File: src/rtl/sfine_time_pid_if.sv
// Local-bus port bundle for sfine_time_pid. The bus master drives the
// address, strobes and write data; the block returns read data.
interface sfine_time_pid_if;
  logic [31:0] DataIn;
  logic [31:0] DataOut;
  logic [7:0]  Address;
  logic        Read;
  logic        Write;

  modport master (output DataIn, Address, Read, Write, input DataOut);
  modport slave  (input DataIn, Address, Read, Write, output DataOut);
endinterface

File: src/rtl/sfine_time_pid.sv
// Multi-channel fine-time particle ID stage. Finds the leading edge in each
// channel's latched slice pattern, classifies it against three programmable
// slice windows and keeps saturating per-class hit counters on the local bus.
module sfine_time_pid #(
  parameter int         NCH  = 4,
  parameter int         NS   = 32,
  parameter logic [7:0] BASE = 8'h00,
  parameter int         CW   = 32     // counter width; readback zero-extends to 32
) (
  input  logic              clk,
  input  logic              rst,
  input  logic [NCH*NS-1:0] tl_data,
  input  logic [NCH-1:0]    tl_valid,
  output logic [NCH-1:0]    electron,
  output logic [NCH-1:0]    pion,
  output logic [NCH-1:0]    muon,
  output logic [NCH-1:0]    edge_valid,
  output logic [NCH*5-1:0]  edge_idx,
  sfine_time_pid_if.slave   bus
);

  localparam int          NE      = NS - 4;  // candidate edge positions per channel
  localparam logic [31:0] CFG_RST = 32'h0000FF0F;
  localparam logic [31:0] PW_RST  = 32'h0000F000;
  localparam logic [31:0] MW_RST  = 32'h0F000000;

  // cfg_q: {freeze, strict, muon_en, pion_en, electron_en}
  logic [4:0]     cfg_q;
  logic [NCH-1:0] chen_q;
  logic [NS-1:0]  ew_q, pw_q, mw_q;
  logic [CW-1:0]  ecnt_q, pcnt_q, mcnt_q;
  logic [NE-1:0]  edge_d [NCH];
  logic [NE-1:0]  edge_q [NCH];
  logic [NCH-1:0] e_d, p_d, m_d, v_d;
  logic [NCH*5-1:0] idx_d;

  logic [7:0] offset;
  logic       sel, wr, clr;

  assign offset = bus.Address - BASE;
  assign sel    = (offset < 8'd8);
  assign wr     = bus.Write && sel;
  assign clr    = wr && (offset[2:0] == 3'd7) && bus.DataIn[0];

  function automatic logic [CW-1:0] sat_add(input logic [CW-1:0] a, input logic [3:0] n);
    logic [CW:0] s;
    s = {1'b0, a} + {{(CW-3){1'b0}}, n};
    return s[CW] ? '1 : s[CW-1:0];
  endfunction

  // Configuration and window registers, written from the local bus.
  always_ff @(posedge clk or negedge rst) begin
    if (!rst) begin
      // NOTE: state is assigned with <= so every flop samples pre-edge values;
      // blocking assignments here would make results depend on statement order.
      cfg_q  <= CFG_RST[4:0];
      chen_q <= CFG_RST[8 +: NCH];
      ew_q   <= '1;
      pw_q   <= PW_RST[NS-1:0];
      mw_q   <= MW_RST[NS-1:0];
    end else if (wr) begin
      case (offset[2:0])
        3'd0: begin
          cfg_q  <= bus.DataIn[4:0];
          chen_q <= bus.DataIn[8 +: NCH];
        end
        3'd1:    ew_q <= bus.DataIn[NS-1:0];
        3'd2:    pw_q <= bus.DataIn[NS-1:0];
        3'd3:    mw_q <= bus.DataIn[NS-1:0];
        default: ;
      endcase
    end
  end

  // Edge decode: a run of ones ending at slice k+3 followed by a zero at k+4.
  always_comb begin
    for (int c = 0; c < NCH; c++) begin
      // NOTE: every combinational output gets a default first so no path
      // leaves it unassigned, which would otherwise infer a latch.
      edge_d[c] = '0;
      for (int k = 0; k < NE; k++) begin
        edge_d[c][k] = tl_data[c*NS+k+3] & ~tl_data[c*NS+k+4] &
                       (~cfg_q[3] | (tl_data[c*NS+k+1] & tl_data[c*NS+k+2]));
      end
      if (!tl_valid[c]) edge_d[c] = '0;
    end
  end

  // Stage 1: hold the per-channel edge vectors.
  always_ff @(posedge clk or negedge rst) begin
    if (!rst) begin
      for (int c = 0; c < NCH; c++) edge_q[c] <= '0;
    end else begin
      for (int c = 0; c < NCH; c++) edge_q[c] <= edge_d[c];
    end
  end

  // Window match, channel gating and lowest-edge priority encode.
  always_comb begin
    e_d   = '0;
    p_d   = '0;
    m_d   = '0;
    v_d   = '0;
    idx_d = '0;
    for (int c = 0; c < NCH; c++) begin
      e_d[c] = |(edge_q[c] & ew_q[NE-1:0]) & cfg_q[0] & chen_q[c];
      p_d[c] = |(edge_q[c] & pw_q[NE-1:0]) & cfg_q[1] & chen_q[c];
      m_d[c] = |(edge_q[c] & mw_q[NE-1:0]) & cfg_q[2] & chen_q[c];
      v_d[c] = |edge_q[c] & chen_q[c];
      if (chen_q[c]) begin
        for (int k = NE - 1; k >= 0; k--) begin
          if (edge_q[c][k]) idx_d[c*5 +: 5] = 5'(k);
        end
      end
    end
  end

  // Stage 2: registered one-cycle class pulses and edge index.
  always_ff @(posedge clk or negedge rst) begin
    if (!rst) begin
      electron   <= '0;
      pion       <= '0;
      muon       <= '0;
      edge_valid <= '0;
      edge_idx   <= '0;
    end else begin
      electron   <= e_d;
      pion       <= p_d;
      muon       <= m_d;
      edge_valid <= v_d;
      edge_idx   <= idx_d;
    end
  end

  // Saturating class counters; a clear beats both freeze and same-cycle hits.
  always_ff @(posedge clk or negedge rst) begin
    if (!rst) begin
      ecnt_q <= '0;
      pcnt_q <= '0;
      mcnt_q <= '0;
    end else if (clr) begin
      ecnt_q <= '0;
      pcnt_q <= '0;
      mcnt_q <= '0;
    end else if (!cfg_q[4]) begin
      ecnt_q <= sat_add(ecnt_q, 4'($countones(e_d)));
      pcnt_q <= sat_add(pcnt_q, 4'($countones(p_d)));
      mcnt_q <= sat_add(mcnt_q, 4'($countones(m_d)));
    end
  end

  // Read mux; drives zero when not addressed so several blocks can be OR-ed.
  always_comb begin
    bus.DataOut = '0;
    if (rst && bus.Read && sel) begin
      case (offset[2:0])
        3'd0: bus.DataOut = {16'h0, 8'(chen_q), 3'b000, cfg_q};
        3'd1: bus.DataOut = 32'(ew_q);
        3'd2: bus.DataOut = 32'(pw_q);
        3'd3: bus.DataOut = 32'(mw_q);
        3'd4: bus.DataOut = 32'(ecnt_q);
        3'd5: bus.DataOut = 32'(pcnt_q);
        3'd6: bus.DataOut = 32'(mcnt_q);
        3'd7: bus.DataOut = {16'h0, 8'(NCH), 8'(NS)};
        default: bus.DataOut = '0;
      endcase
    end
  end

endmodule

File: src/flat_wrapper.sv
// flat-port wrapper written by rule: the top's interface ports become plain ports
module sfine_time_pid_flat 
#(
  parameter int         NCH  = 4,
  parameter int         NS   = 32,
  parameter logic [7:0] BASE = 8'h00,
  parameter int         CW   = 32                                                  
)
  (clk, rst, tl_data, tl_valid, electron, pion, muon, edge_valid, edge_idx, bus_DataIn, bus_Address, bus_Read, bus_Write, bus_DataOut);
  sfine_time_pid_if bus_i ();
  input  logic clk;
  input  logic rst;
  input  logic [NCH*NS-1:0] tl_data;
  input  logic [NCH-1:0] tl_valid;
  output logic [NCH-1:0] electron;
  output logic [NCH-1:0] pion;
  output logic [NCH-1:0] muon;
  output logic [NCH-1:0] edge_valid;
  output logic [NCH*5-1:0] edge_idx;
  input wire logic [$bits(bus_i.DataIn)-1:0] bus_DataIn;
  input wire logic [$bits(bus_i.Address)-1:0] bus_Address;
  input wire logic [$bits(bus_i.Read)-1:0] bus_Read;
  input wire logic [$bits(bus_i.Write)-1:0] bus_Write;
  output wire logic [$bits(bus_i.DataOut)-1:0] bus_DataOut;
  assign bus_i.DataIn = bus_DataIn;
  assign bus_i.Address = bus_Address;
  assign bus_i.Read = bus_Read;
  assign bus_i.Write = bus_Write;
  assign bus_DataOut = bus_i.DataOut;
  sfine_time_pid #(.NCH(NCH), .NS(NS), .BASE(BASE), .CW(CW)) u_core (.clk(clk), .rst(rst), .tl_data(tl_data), .tl_valid(tl_valid), .electron(electron), .pion(pion), .muon(muon), .edge_valid(edge_valid), .edge_idx(edge_idx), .bus(bus_i));
endmodule
File: config.mk
export PLATFORM = sky130hd
export DESIGN_NAME = sfine_time_pid_flat
export DESIGN_NICKNAME = d
export VERILOG_FILES = /design/src/rtl/sfine_time_pid_if.sv /design/src/rtl/sfine_time_pid.sv /design/src/flat_wrapper.sv
export SDC_FILE = /design/constraint.sdc
export NUM_CORES = 1
export LEC_CHECK = 0
export ABC_AREA = 1
export CORE_MARGIN = 2
export CORE_UTILIZATION = 50
export DETAILED_ROUTE_END_ITERATION = 8
export PLACE_DENSITY = 0.83
export SLEW_MARGIN = 20
export SYNTH_ARGS = -nofsm -noshare
export SYNTH_HDL_FRONTEND = slang
export SYNTH_SLANG_ARGS = --single-unit
File: constraint.sdc
create_clock -name clk -period 11.7 [get_ports clk]
set_input_delay 1.755 -clock clk [delete_from_list [all_inputs] [get_ports clk]]
set_output_delay 1.755 -clock clk [all_outputs]
set_load 0.1 [all_outputs]
Yosys cells after proc, flatten, opt, wreduce, memory -nomap -nowiden
Cells that the tools add are included.
Widths: inputs -> output; s select.
{ "word_totals": {"reg_bits": 349, "latchBits": 0, "ram_bits": 0, "rom_bits": 0, "inputBits": 176, "word_cells": 796, "memories": 0} }
{ "classes": {"n_addsub": 12, "n_mul": 0, "div": 0, "n_lt_le_gt_ge": 1, "eq_ne": 8, "shifts": 0, "n_mux": 131, "bitwise": 601, "n_reduce_logical": 26} }
{ "op_table": {"columns": ["operator", "n"], "rows": [
  ["$mux 5", 116],
  ["$reduce_or 28->1", 16],
  ["$and 1x1->1", 364],
  ["$and 28x28->28", 12],
  ["$mux 32", 10],
  ["$pmux 32 s8", 1],
  ["$not 1->1", 113],
  ["$mux 28", 4],
  ["$or 1x1->1", 112],
  ["$add 32x4->33", 3],
  ["$add 1x1->2", 6],
  ["$add 4x4->4", 3],
  ["$eq 3x3->1 const B", 4],
  ["$lt 8x4->1 const B", 1],
  ["$reduce_and 2->1", 4],
  ["$eq 3x2->1 const B", 2],
  ["$logic_and 1x1->1", 5],
  ["$eq 3x1->1 const B", 1],
  ["$logic_not 3->1", 1],
  ["$ne 2x2->1 const B", 1]
]} }

Logic depth before layout (Yosys ltp)
{ "depth": {"ltp_word": 29, "depth_mapped": 34, "ltp_nobuf": 33} }

Worst setup path after synthesis
OpenSTA, ideal clock, no wires.
{ "synth_timing": {"kind": "input to output", "from": "in bus_Address[1]", "to": "out bus_DataOut[0]", "arrival_ps": 4955, "t_required_ps": 9945, "setup_slack_ps": 4990, "stages": 6, "path_buffers": 0, "cell_sequence": "inv_1 nor3_1 inv_1 o22ai_1 a2111oi_0 a211oi_1"} }
{ "synth_between": {"elab_chain_len": 3, "word_cells_on_any_way": 12, "cone_classes": "order compare: 1; eq/ne: 7; mux: 2; reduce/logical: 2"} }
{ "synth_rtl": {"columns": ["element", "line", "text"], "rows": [
  ["start, declared", "flat_wrapper.sv:21", "input wire logic [$bits(bus_i.Address)-1:0] bus_Address;"],
  ["$lt 8x4->1, or another cell as far along", "sfine_time_pid.sv:41", "assign sel = (offset < 8'd8);"],
  ["$logic_and 1x1->1 or $pmux 32 s8 (tied branches)", "sfine_time_pid.sv:155, sfine_time_pid.sv:156", null],
  ["$mux 32 *", "sfine_time_pid.sv:155", "if (rst && bus.Read && sel) begin"],
  ["end, declared", "flat_wrapper.sv:24", "output wire logic [$bits(bus_i.DataOut)-1:0] bus_DataOut;"]
]} }
Every way passes the cells marked *; elsewhere a longest branch is shown, timed or not.

Final worst setup path
{ "layout_timing": {"from": "in bus_Address[4]", "to": "out bus_DataOut[16]"} }
{ "layout_between": {"elab_chain_len": 3} }
{ "layout_rtl": {"columns": ["element", "line"], "rows": [
  ["$lt 8x4->1", "sfine_time_pid.sv:41"],
  ["$logic_and 1x1->1", "sfine_time_pid.sv:155"],
  ["$mux 32", "sfine_time_pid.sv:155"]
]} }
Every way passes these cells.

==> results.sh <==
export IMPL_status="finished clean"
export IMPL_clk_latency_ns=0.56
export IMPL_num_vias=21200
export IMPL_path_class="in2out"
export IMPL_hold_path_class="reg2reg"
export IMPL_layout_nets=3057
export IMPL_syn_nets=2845
export IMPL_drive_above_1_share_pct=5.79
export IMPL_hold_viol_final=0
export IMPL_cap_violations=0
export IMPL_ctsHoldBuffers=0
export IMPL_crit_required_ns=9.95
export IMPL_setup_viol=0
export IMPL_mostFrequentLayoutCells="nand2_1, inv_1, dfrtp_1"
export IMPL_ctsResizeCount=0
export IMPL_clockRootBuffer="clkbuf_16"
export IMPL_crit_fanout=15
export IMPL_drc=0
export IMPL_syn_area_sq_um=20000
export IMPL_die_x_um=204
export IMPL_fill_cells=3400
export IMPL_syn_avg_cell_area_sq_um=7.56
export IMPL_first_pass_iters=6
export IMPL_htree_num_levels=2
export IMPL_final_common_cell="nand2_1"
export IMPL_min_period_ns=7.81
export IMPL_top_layer="met4"
export IMPL_fin_ws_ns=3.89
export IMPL_max_freq_ghz=0.128
export IMPL_core_area_sq_um=39600
export IMPL_cts_tree="done"
export IMPL_fin_crit_sh_pct=66.7
export IMPL_die_h_um=204
export IMPL_synth_cell_types=46
export IMPL_viasPerCell=6.21
export IMPL_power_total_w=0.00385
export IMPL_grt_pass1_wl_mm=117
export IMPL_cts_max_path_buffers=3
export IMPL_slew_violations=0
export IMPL_slew_headroom_pct=22.8
export IMPL_ys_seq_area_share_pct=44.0
export IMPL_clock_skew_ns=0.0124
export IMPL_rows=73
export IMPL_drt_first_iter_violations=2501
export IMPL_antenna_found_initial=2
export IMPL_boundaryPins=244
export IMPL_routed_wl_mm=78.3
export IMPL_crit_path_end_kind="output port"
export IMPL_worstMarginPinSlew_ns=1.14
export IMPL_rsz0062_at_grt="false"
export IMPL_grt_usage_pct=37.3
export IMPL_max_vdd_ir_drop_mv=0.105
export IMPL_route_layer_met1_wl_mm=29.7
export IMPL_grt_ovfl_total=0
export IMPL_total_leakage_power_nw=10.6
export IMPL_wl_met3_mm=8.62
export IMPL_numCtsBuffers=38
export IMPL_clkSinkCount=349
export IMPL_synth_area_top_cells="dfrtp_1, nand2_1, inv_1, o21ai_0, dfstp_2"
export IMPL_drt_wirelength_per_cell_um=23.0
export IMPL_cts_setup_buffers=0
export IMPL_clkTransAtPathRegs_ns=0.06
export IMPL_totalNegativeSetupSlack_ns=0
export IMPL_grt_pass1_vias=20000
export IMPL_dp_hpwl_mm=57.8
export IMPL_worstPathArrival_ns=6.05
export IMPL_grt_start_max_net_pins=171
export IMPL_critPathLaunchType="primary input"
export IMPL_synth_largest_area_cell="dfrtp_1"
export IMPL_synth_top_area_share_pct=37.7
export IMPL_syn_to_final_growth_pct=21.1
export IMPL_yosys_warnings=0
export IMPL_ys_ff_latch=349
export IMPL_dieArea_sq_um=41600
export IMPL_routed_wl_met2_mm=35.1
export IMPL_antenna_left=0
export IMPL_power_density_nw_per_um2=159
export IMPL_holdWs_ns=0.436
export IMPL_place_ws_ns=4.03
export IMPL_start_util_pct=50.5
export IMPL_gp_congestion=1.11
export IMPL_port_buffers=239
export IMPL_netlist_instances=2645
-- cell usage after synthesis, drive strengths merged --
library cell,n
nand2,468
inv,440
dfrtp,301
o21ai,266
a21oi,226
nor2,204
o22ai,141
nand3,101
nor4,83
clkbuf,78
nor3,63
a221oi,61
dfstp,48
xor2,37
a31oi,19
ha,18
nand4,17
a2111oi,10
a22oi,10
o211ai,8
a41oi,7
fa,6
o2111ai,5
a211oi,4
clkinv,4
o31ai,4
buf,3
o221ai,3
or2,3
o21a,2
a221o,1
and2,1
nand3b,1
nor3b,1
o2bb2ai,1
-- worst paths after layout --
check	startpoint	endpoint	slack, ns	cells past startpoint
worst min-delay path	u_core.edge_q[85]	u_core.edge_idx[1]	0.44	1
worst max-delay path	bus_Address[4]	bus_DataOut[16]	3.89	8
max in group asynchronous	rst	u_core.edge_q[47]	9.00	2
worst min register to register	u_core.edge_q[85]	u_core.edge_idx[1]	0.44	1
min in group asynchronous	rst	u_core.ecnt_q[29]	1.25	1
worst max register to register	u_core.mw_q[6]	u_core.mcnt_q[8]	4.53	31
-- cell type report --
type / count / area (sq um) / area share [%]
multi-input cells: 1771 / 9290 / 38.4
clock buffers: 57 / 1170 / 4.82
diodes: 1 / 2.50 / 0.0103
inverters: 444 / 1670 / 6.89
well taps: 525 / 657 / 2.71
flip-flops and latches: 349 / 8790 / 36.3
repair buffers: 253 / 2520 / 10.4
clock inverters: 11 / 120 / 0.496
-- kinds of logic after synthesis --
logic type | synth area share (%)
XOR/XNOR | 1.62
flip-flops | 44.0
adder cells (fa/ha/maj) | 1.73
AND/OR/NAND/NOR | 20.6
AO/OA/AOI/OAI | 22.2
buffers and inverters | 9.89
-- flip-flops by register name (all words and copies together), names as in the netlist --
register	count
u_core.cfg_q	5
u_core.chen_q	4
u_core.ecnt_q	32
u_core.edge_idx	20
u_core.edge_q	112
u_core.edge_valid	4
u_core.electron	4
u_core.ew_q	32
u_core.mcnt_q	32
u_core.muon	4
u_core.mw_q	32
u_core.pcnt_q	32
u_core.pion	4
u_core.pw_q	32
-- through the flow --
stage	cell area, sq um	utilization (%)	std cells
6_report	24200	61.1	3411
2_1_floorplan	20000	-	2645
3_5_place_dp	22900	57.8	3342
4_1_cts	24200	61.1	3410
5_1_grt	24200	61.1	3410
3_3_place_gp	22900	57.8	3342
-- routing by layer --
metal | GRT usage (%) | vias up
met4 | 19.4 | 0
met1 | 48.4 | 10000
met2 | 59.0 | 1422
met5 | 0 | -
li1 | - | 9456
met3 | 7.70 | 303
-- worst max-delay path: stages --
cell             delay (ns)
clkdlybuf4s50_1        0.40
nor3_1                 0.16
nor3b_1                0.50
nand3_1                0.74
inv_1                  0.37
nand2_1                0.49
a31oi_1                0.43
clkdlybuf4s50_1        1.20
-- where the power goes --
part | leakage [nW] | switching, W | internal, W | total, W
combinational | 5.43 | 0.000662 | 0.000325 | 0.000987
sequential | 4.52 | 0.000214 | 0.00141 | 0.00162
clock | 0.637 | 0.000506 | 0.000736 | 0.00124
total | 10.6 | 0.00138 | 0.00247 | 0.00385
Power figures use the tool's default switching activity.
==> RTL change, RTL diff (same flow settings) <==
Reset style: synchronous (`rst`), changed in 4 clocked blocks.
--- a/src/rtl/sfine_time_pid.sv
+++ b/src/rtl/sfine_time_pid.sv
@@ -49,7 +49,7 @@
   endfunction
 
   // Configuration and window registers, written from the local bus.
-  always_ff @(posedge clk or negedge rst) begin
+  always_ff @(posedge clk) begin
     if (!rst) begin
       // NOTE: state is assigned with <= so every flop samples pre-edge values;
       // blocking assignments here would make results depend on statement order.
@@ -87,7 +87,7 @@
   end
 
   // Stage 1: hold the per-channel edge vectors.
-  always_ff @(posedge clk or negedge rst) begin
+  always_ff @(posedge clk) begin
     if (!rst) begin
       for (int c = 0; c < NCH; c++) edge_q[c] <= '0;
     end else begin
@@ -116,7 +116,7 @@
   end
 
   // Stage 2: registered one-cycle class pulses and edge index.
-  always_ff @(posedge clk or negedge rst) begin
+  always_ff @(posedge clk) begin
     if (!rst) begin
       electron   <= '0;
       pion       <= '0;
@@ -133,7 +133,7 @@
   end
 
   // Saturating class counters; a clear beats both freeze and same-cycle hits.
-  always_ff @(posedge clk or negedge rst) begin
+  always_ff @(posedge clk) begin
     if (!rst) begin
       ecnt_q <= '0;
       pcnt_q <= '0;
Check against the original RTL: not equivalent (Yosys sat finds a counterexample within 4 cycles, from zero or initial values and one cycle with rst low; the reset may be asserted at any time).
==> RTL change against the original RTL <==
Register-to-register slack better by 520 ps; global-route usage is 1.5 points higher; hold slack worse by 0.96 ps; highest routed layer unchanged; sequential cell count stayed put; final cell count is 5.7% lower; area after synthesis is 8.4% lower; worst setup slack worse by 5.5 ps; wire length is 3.2% lower; cell area is 7.5% lower; count of clock-buffer cells in the layout is 4 lower; non-clock buffer count is 2 higher.
Power is not compared: it rests on default switching activity, and its combinational part moved more than twofold at a synthesized area within 25%.
==> RTL change: results (changes against the original RTL) <==
* Top cells by area, synth: dfxtp_1, nand2_1, a21oi_1, inv_1, nor4b_1
* Sequential cell area fraction in the yosys report at 38.1% (-5.8 points)
* CP arrival at 6060 ps (about the same)
* Syn. warnings at 0 (unchanged)
* Status: completed
* Commonest cells in the netlist: nand2_1, dfxtp_1, inv_1
* Reg2reg setup slack at 5050 ps (+520 ps)
* Hold_sp: u_core.edge_q[3][1]
* Largest fanout on the critical path at 18 (+3)
* Post-synth top flop: dfxtp_1
* Hold Path Class: register to register
* First-pass GRT wire length at 112 mm (-4.9%)
* Clk Latency, worst-skew pair at 580 ps (+20 ps)
* IO Port Bufs at 239 (unchanged)
* Max FFs per register at 112 (unchanged)
* Peak supply drop at 0.118 mV
* Total CTS buffers at 37 (-2.6%)
* Fin nets at 2920 (-4.5%)
* Worst R2R Start: u_core.pw_q[0]
* Clock Skew at 28.1 ps (+15.7 ps)
* All-Layer GR Usage at 38.8% (+1.5 points)
* Hpwl dp at 58.9 mm (+1.8%)
* Initial antenna violation count at 0 (-2)
* DR iter-0 viols at 2168 (-13%)
* Top reg by flops: u_core.edge_q
* Initial DRT Pass Iterations at 8 (+2)
* Worst-Margin Slew at 1210 ps (+70.6 ps)
* Post_cts resized at 0 (unchanged)
* WL/cell at 23.6 µm (+2.7%)
* Static leakage at 8.34 nW
* Hold path depth at 1 (unchanged)
* Via count at 19800 (-6.4%)
* Clk slew on worst S/H paths at 60 ps (about the same)
* Min-Delay Endpoint: u_core.edge_idx[16]
* Largest net degree at the start of global routing at 103 (-40%)
* Vias in the first global route at 18900 (-5.9%)
* Delay of the slowest cell on the worst path at 1220 ps (+20 ps)
* Syn nets at 2712 (-4.7%)
* Worst r2r dst: u_core.pcnt_q[21]
* Layout cells sized above 1 at 6.08% (+0.29 points)
* Post-CTS setup buffer count at 0 (unchanged)
* Async set-reset flop share out of synthesis at 0% (-100 points)
* Mapped Cells at 2512 (-5.0%)
* Fillcell total at 3260 (-4.1%)
* Fin cells at 3217 (-5.7%)
* Worst R2R Path Depth at 20 (-35%)
* Routability congestion estimate at 1.04 (-6.4%)
* Synth cell types at 51 (+11%)
* Placed insts at 3149 (-5.8%)
* Top delay family on crit path: buffers and inverters
RTL change: changes by cell type after synthesis, moves of 60 or more:
cell | unedited run | this run
nor4_1 | 82 | 22
dfxtp_1 | 0 | 349
nor4b_1 | 0 | 100
o21ai_0 | 253 | 106
dfrtp_1 | 301 | 0
inv_1 | 433 | 325
RTL change: where the power goes:
| group | internal, mW | leakage [nW] | switching, mW |
|---|---|---|---|
| Sequential | 1.21 | 2.82 | 0.0167 |
| Combinational | 0.127 | 4.89 | 0.214 |
| Clock | 0.741 | 0.629 | 0.514 |
| Total | 2.08 | 8.34 | 0.744 |
RTL change: cell type report:
type                            count  area (µm²)  share of cell area (%)
Clock inverter                     14         170                   0.760
Clock buffer                       53        1130                    5.04
Tap cell                          468         586                    2.61
Multi-Input combinational cell   1727        9700                    43.3
Antenna cell                        1        2.50                  0.0112
Sequential cell                   349        6990                    31.2
Timing Repair Buffer              255        2510                    11.2
Inverter                          350        1320                    5.88
RTL change: per-layer routing:
metal	vias up	wire (µm)	track usage [%]	share of wire [%]
li1	9160	-	-	-
met1	9312	29100	46.8	38
met2	1117	34500	63.5	45
met3	248	6690	6.39	8.8
met4	0	5590	26.7	7.4
met5	-	0	0	0
RTL change: cells by family after synthesis:
family                   synth area share, %
adder cells (fa/ha/maj)                 1.89
AND/OR/NAND/NOR                         25.3
flip-flops                              38.1
AO/OA/AOI/OAI                           22.7
buffers and inverters                   9.04
XOR/XNOR                                2.96
RTL change: worst max path at each step:
| stage | from | end | slack, ps | cells past startpoint |
|---|---|---|---|---|
| final | bus_Address[1] | bus_DataOut[4] | 3890 | 8 |
| after global placement | bus_Address[1] | bus_DataOut[4] | 4000 | 8 |
| after CTS | bus_Address[1] | bus_DataOut[4] | 3950 | 8 |
| after detailed placement | bus_Address[1] | bus_DataOut[4] | 4010 | 8 |
| after global routing | bus_Address[1] | bus_DataOut[4] | 3780 | 8 |
| after floorplan | bus_Address[0] | bus_DataOut[10] | 5150 | 6 |
RTL change: stage by stage:
step	cell area [µm²]	hold WS, ps	utilization, %	setup WS, ps
3_5_place_dp	21100	416	58.0	4010
5_1_grt	22400	445	61.6	3780
3_3_place_gp	21100	410	58.0	4000
2_1_floorplan	18300	398	-	5150
6_report	22400	435	61.6	3890
4_1_cts	22400	430	61.6	3950
